File: src/rtl/mem_arbiter.sv
// Two-port data-memory arbiter: CPU port 0 has priority, loader/debug port 1
// is force-granted after STARVE_LIMIT consecutive denied cycles.
module mem_arbiter #(
    parameter int ADDR_WIDTH   = 8,
    parameter int DATA_WIDTH   = 16,
    parameter int STARVE_LIMIT = 4
) (
    input  logic                  clock,
    input  logic                  reset,
    input  logic                  req0,
    input  logic                  we0,
    input  logic [ADDR_WIDTH-1:0] addr0,
    input  logic [DATA_WIDTH-1:0] wdata0,
    output logic                  gnt0,
    output logic                  rvalid0,
    output logic [DATA_WIDTH-1:0] rdata0,
    input  logic                  req1,
    input  logic                  we1,
    input  logic [ADDR_WIDTH-1:0] addr1,
    input  logic [DATA_WIDTH-1:0] wdata1,
    output logic                  gnt1,
    output logic                  rvalid1,
    output logic [DATA_WIDTH-1:0] rdata1,
    output logic                  mem_en,
    output logic                  mem_we,
    output logic [ADDR_WIDTH-1:0] mem_addr,
    output logic [DATA_WIDTH-1:0] mem_wdata,
    input  logic [DATA_WIDTH-1:0] mem_rdata
);

    localparam logic [3:0] LIMIT = 4'(STARVE_LIMIT);

    logic [3:0] wait_cnt;
    logic       force1;
    logic       rv0_q;
    logic       rv1_q;

    always_comb begin
        force1    = req1 && (wait_cnt == LIMIT);
        gnt0      = 1'b0;
        gnt1      = 1'b0;
        mem_en    = 1'b0;
        mem_we    = 1'b0;
        mem_addr  = '0;
        mem_wdata = '0;
        if (!reset) begin
            if (force1)
                gnt1 = 1'b1;
            else if (req0)
                gnt0 = 1'b1;
            else if (req1)
                gnt1 = 1'b1;
        end
        if (gnt0) begin
            mem_en    = 1'b1;
            mem_we    = we0;
            mem_addr  = addr0;
            mem_wdata = wdata0;
        end else if (gnt1) begin
            mem_en    = 1'b1;
            mem_we    = we1;
            mem_addr  = addr1;
            mem_wdata = wdata1;
        end
    end

    always_ff @(posedge clock) begin
        if (reset) begin
            wait_cnt <= '0;
            rv0_q    <= 1'b0;
            rv1_q    <= 1'b0;
        end else begin
            rv0_q <= gnt0 && !we0;
            rv1_q <= gnt1 && !we1;
            if (!req1 || gnt1)
                wait_cnt <= '0;
            else if (wait_cnt != LIMIT)
                wait_cnt <= wait_cnt + 4'd1;
        end
    end

    // Gating with reset kills a response still in flight when reset arrives.
    assign rvalid0 = rv0_q && !reset;
    assign rvalid1 = rv1_q && !reset;
    assign rdata0  = rvalid0 ? mem_rdata : '0;
    assign rdata1  = rvalid1 ? mem_rdata : '0;

endmodule

File: config.mk
export PLATFORM = sky130hd
export DESIGN_NAME = mem_arbiter
export DESIGN_NICKNAME = d
export VERILOG_FILES = /design/src/rtl/mem_arbiter.sv
export SDC_FILE = /design/constraint.sdc
export NUM_CORES = 1
export LEC_CHECK = 0
export BUFFER_PORTS_ARGS = -buffer_cell sky130_fd_sc_hd__buf_2
export CORE_UTILIZATION = 25
export DETAILED_ROUTE_END_ITERATION = 8
export GPL_TIMING_DRIVEN = 0
export PLACE_DENSITY = 0.78
export SLEW_MARGIN = 20
export SYNTH_ARGS = -nofsm -noshare
export SYNTH_HDL_FRONTEND = slang
export SYNTH_SLANG_ARGS = --single-unit
File: constraint.sdc
create_clock -name clock -period 1.4 [get_ports clock]
set_input_delay 0.14 -clock clock [delete_from_list [all_inputs] [get_ports clock]]
set_output_delay 0.14 -clock clock [all_outputs]
set_load 0.01 [all_outputs]
==> summary.txt <==
STA
  – # setup viols final: 27
  – Number of endpoints with negative hold slack in the final report: 0
  – Slew Viols, Final: 0
  – RSZ-0062 raised after global routing: yes
  – Worst-margin pin slew: 0.244 ns
  – Final worst slack: -0.449 ns
  – Final total negative setup slack: -10.87 ns
  – Final Critical Period: 1.85 ns
  – Portion of the clock cycle consumed by the worst path in the final layout: 1.32
  – Remaining max-slew budget at the tightest pin: 0.837
  – Worst Skew: 0.00290 ns
  – Worst hold slack: 0.0716 ns
  – Achievable clock frequency: roughly 540 MHz

Detailed routing
  – Via total after detailed routing: 1282
  – Iteration count of the initial detailed-routing pass: 8
  – Via count normalized by instance count: 4.66
  – Post-Route WL: between 3000 and 4000 um
  – Routed wire length per instance: around 13 um
  – Final antenna-violating net count: 0
  – Post-route DRC violation count: 10
  – 1st-iter DRT viols: 51

Power
  – Internal power: 470 uW
  – Net switching power: 216 uW
  – Sequential Power Share: 0.256
  – VDD IR max: 0.000197 V
  – Fraction of power spent switching nets: 0.315
  – Pwr per Cell Area: 404 mW/mm2
  – Overall power: 686 uW
  – Static leakage: approximately 1.1 nW
  – Part of the power in the clock network: 0.226
  – Combinational fraction of design power: 0.518

Placed design
  – Placed standard-cell area: between 0.001 and 0.0015 mm2
  – Final Wtd Congestion: roughly 0.87
  – Pre-CTS setup slack: -0.289 ns
  – Half-perimeter wire length after detailed placement: 2920 um
  – I/O Buffers: between 100 and 150

Critical path
  – Slowest stage delay, CP: 0.33 ns
  – Cell type of the slowest stage on the worst timing path: sky130_fd_sc_hd__dfxtp_4
  – Worst path most repeated cell: sky130_fd_sc_hd__buf_6
  – Worst-path maximum fanout: 6
  – CP arrival: roughly 1.7 ns
  – Cell-by-cell listing of the critical path: inv_2, ha_4, nand3b_4, o211a_1, buf_6, buf_6, a22o_1, buf_2
  – Worst path buffer plus inverter count: 4
  – Path type of the worst setup path: flop to output pin
  – Launching element type of the critical path: flop
  – Required time at the endpoint of the critical path: around 1.3 ns
  – Largest delay contributor family on the critical path: compound AO/OA/AOI/OAI gates
  – Nature of the critical path endpoint: output pin

Run status
  – Run status: complete, but fails checks
  – Violations in the final reports: DRC, setup timing

Synthesis
  – Simple-Gate Fraction of Synth Area: 0.384
  – Synthesized-area fraction occupied by xor and xnor cells: 0.0113
  – Combinational family with the most area after synthesis: simple AND/OR/NAND/NOR gates
  – Netlist Area Pre-Place: 778 um2
  – Flip-flop and latch count after synthesis: 6
  – Post-synthesis compound-gate area fraction: 0.294
  – Post-Synth Adder-Cell Area: 0.0322
  – Mux cell area share after synthesis: 0.0273
  – Synthesized Nets: 169
  – Synth unique cells: 21
  – Post-synthesis sequential area ratio: 0.154
  – Syn Inst Count: 97
  – Synth warnings: 0
  – Synthesized area divided by synthesized cell count: roughly 8.0 um2

CTS
  – Number of buffers created by CTS: 3
  – Clock tree root driver cell: sky130_fd_sc_hd__clkbuf_4
  – Number of sinks on the clock net: 6
  – Clock latency on the worst-skew pair: 0.24 ns
  – Clock Tree Buf Depth: 2
  – Clock transition at the registers of the reported paths: about 0.040 ns
  – CTS tree: built
  – CTS H-tree lvls: 1

Global route
  – Total overflow reported by the global router: 0
  – Vias in the first global route: 1219
  – Global-route wire length before repair: 5220 um
  – Number of antenna violations at the first check in global routing: 0
  – Largest net degree at the start of global routing: 11
  – Combined global-route utilization of all metal layers: 0.208

Floorplanning
  – Die height: approximately 58 um
  – Core Area: 0.00285 mm2
  – DIE WIDTH: 57.8 um
  – Rows: 19
  – Initial standard-cell utilization of the core: 0.273
  – Die ar.: 0.00334 mm2
  – I/O pin count: 132

Layout
  – Number of diodes: 0
  – Syn-to-layout area delta: 118%
  – Proportion of layout cells with a drive suffix above 1: 0.676
  – Layout Nets: roughly 320
  – Area of all placed cells without fillers: around 0.0017 mm2

Worst hold path
  – Path category of the worst min-delay check: input pin to flop

Flow run
  – Max_cap viols: 0
## final timing paths
check / startpoint / end / slack, ns / cells after the start
max: wait_cnt[0] / mem_wdata[7] / -0.45 / 8
min: we0 / rv0_q / 0.07 / 2
max reg2reg: wait_cnt[0] / rv1_q / 0.02 / 8
min reg2reg: wait_cnt[0] / wait_cnt[0] / 0.55 / 2
## cell usage in the layout, fill, tap and decap left out
master | netlist | final
sky130_fd_sc_hd__a22o_1 | 24 | 24
sky130_fd_sc_hd__buf_2 | 0 | 126
sky130_fd_sc_hd__o211a_1 | 1 | 1
sky130_fd_sc_hd__nor3b_1 | 1 | 1
sky130_fd_sc_hd__dfxtp_1 | 6 | 4
sky130_fd_sc_hd__mux2_2 | 1 | 1
sky130_fd_sc_hd__nand2_1 | 1 | 1
sky130_fd_sc_hd__ha_1 | 2 | 1
sky130_fd_sc_hd__nand3b_4 | 1 | 1
sky130_fd_sc_hd__inv_2 | 0 | 2
sky130_fd_sc_hd__nand2b_1 | 1 | 1
sky130_fd_sc_hd__a21oi_4 | 0 | 1
sky130_fd_sc_hd__nor2b_4 | 0 | 3
sky130_fd_sc_hd__nor3_1 | 4 | 4
sky130_fd_sc_hd__xnor2_1 | 1 | 1
sky130_fd_sc_hd__buf_6 | 3 | 13
sky130_fd_sc_hd__nand3_1 | 1 | 1
sky130_fd_sc_hd__nor2b_1 | 4 | 1
sky130_fd_sc_hd__mux2i_1 | 1 | 1
sky130_fd_sc_hd__inv_1 | 5 | 3
sky130_fd_sc_hd__nor2_1 | 3 | 3
sky130_fd_sc_hd__ha_4 | 0 | 1
sky130_fd_sc_hd__and2_1 | 32 | 32
sky130_fd_sc_hd__dfxtp_2 | 0 | 1
sky130_fd_sc_hd__dfxtp_4 | 0 | 1
sky130_fd_sc_hd__buf_4 | 2 | 12
sky130_fd_sc_hd__clkbuf_4 | 0 | 3
## per-stage QoR
| stage | util | std cells |
|---|---|---|
| 2_1_floorplan | - | 97 |
| 3_3_place_gp | 0.521 | 259 |
| 3_5_place_dp | 0.521 | 259 |
| 4_1_cts | 0.576 | 272 |
| 5_1_grt | 0.595 | 275 |
| 6_report | 0.595 | 275 |
## final cells by class
cell class                      count  area, um2
Multi-Input combinational cell     79        626
Inverter                            5       18.8
Sequential cell                     6        125
Buffer                              7       67.6
Clock buffer                        3       22.5
Fill cell                         267       1150
Timing Repair Buffer              144        800
Tap cell                           31       38.8
## power groups by stage
stage	combinational [mW]	sequential, mW	clock [mW]
after floorplan	0.135	0.180	0
after global placement	0.309	0.180	0
after detailed placement	0.311	0.181	0
after CTS	0.342	0.176	0.160
after global routing	0.384	0.176	0.175
final	0.355	0.176	0.155
## metal layers
layer / global-route usage / share of wire / vias up
met5: 0 / 0 / -
met4: 0.0646 / 0.0027 / 0
met3: 0.0268 / 0.10 / 2
met2: 0.450 / 0.55 / 83
met1: 0.195 / 0.34 / 558
li1: - / - / 639
## worst reg2reg max path, cell delays in order (launching register included)
cell and delay [ns]:
sky130_fd_sc_hd__dfxtp_4 0.33, sky130_fd_sc_hd__inv_2 0.05, sky130_fd_sc_hd__ha_4 0.13, sky130_fd_sc_hd__nand3b_4 0.08
sky130_fd_sc_hd__buf_4 0.15, sky130_fd_sc_hd__a21oi_4 0.21, sky130_fd_sc_hd__buf_6 0.15, sky130_fd_sc_hd__buf_4 0.10
sky130_fd_sc_hd__nor2b_4 0.12
## timing repair
action	4_1_cts	5_1_grt
gates cloned	3	0
endpoints found under the setup margin	48	47
resized for setup	17	9
hold buffers	0	0
buffers inserted	7	3
pin swaps	1	2
## cells in the mapped netlist, drive strengths merged
master | n | share of area
dfxtp | 6 | 0.15
nand2b | 1 | 0.0080
nand3 | 1 | 0.0064
nor2b | 4 | 0.032
a22o | 24 | 0.27
mux2 | 1 | 0.014
nor3 | 4 | 0.026
nand2 | 1 | 0.0048
nand3b | 1 | 0.026
and2 | 32 | 0.26
a21oi | 1 | 0.011
nor3b | 1 | 0.0096
xnor2 | 1 | 0.011
nor2 | 3 | 0.014
ha | 2 | 0.032
inv | 5 | 0.024
mux2i | 1 | 0.013
buf | 5 | 0.063
clkbuf | 2 | 0.0096
o211a | 1 | 0.013
## registers in the layout, indices dropped and copies added, names as in the netlist
| signal | flops |
|---|---|
| rv0_q | 1 |
| rv1_q | 1 |
| wait_cnt | 4 |
## cell families after synthesis
kind of cell	Yosys count
AND/OR/NAND/NOR	48
AO/OA/AOI/OAI	26
adder cells (fa/ha/maj)	2
buffers and inverters	12
XOR/XNOR	1
multiplexers	2
flip-flops	6
Note: power is estimated with default switching activity, not from simulation.
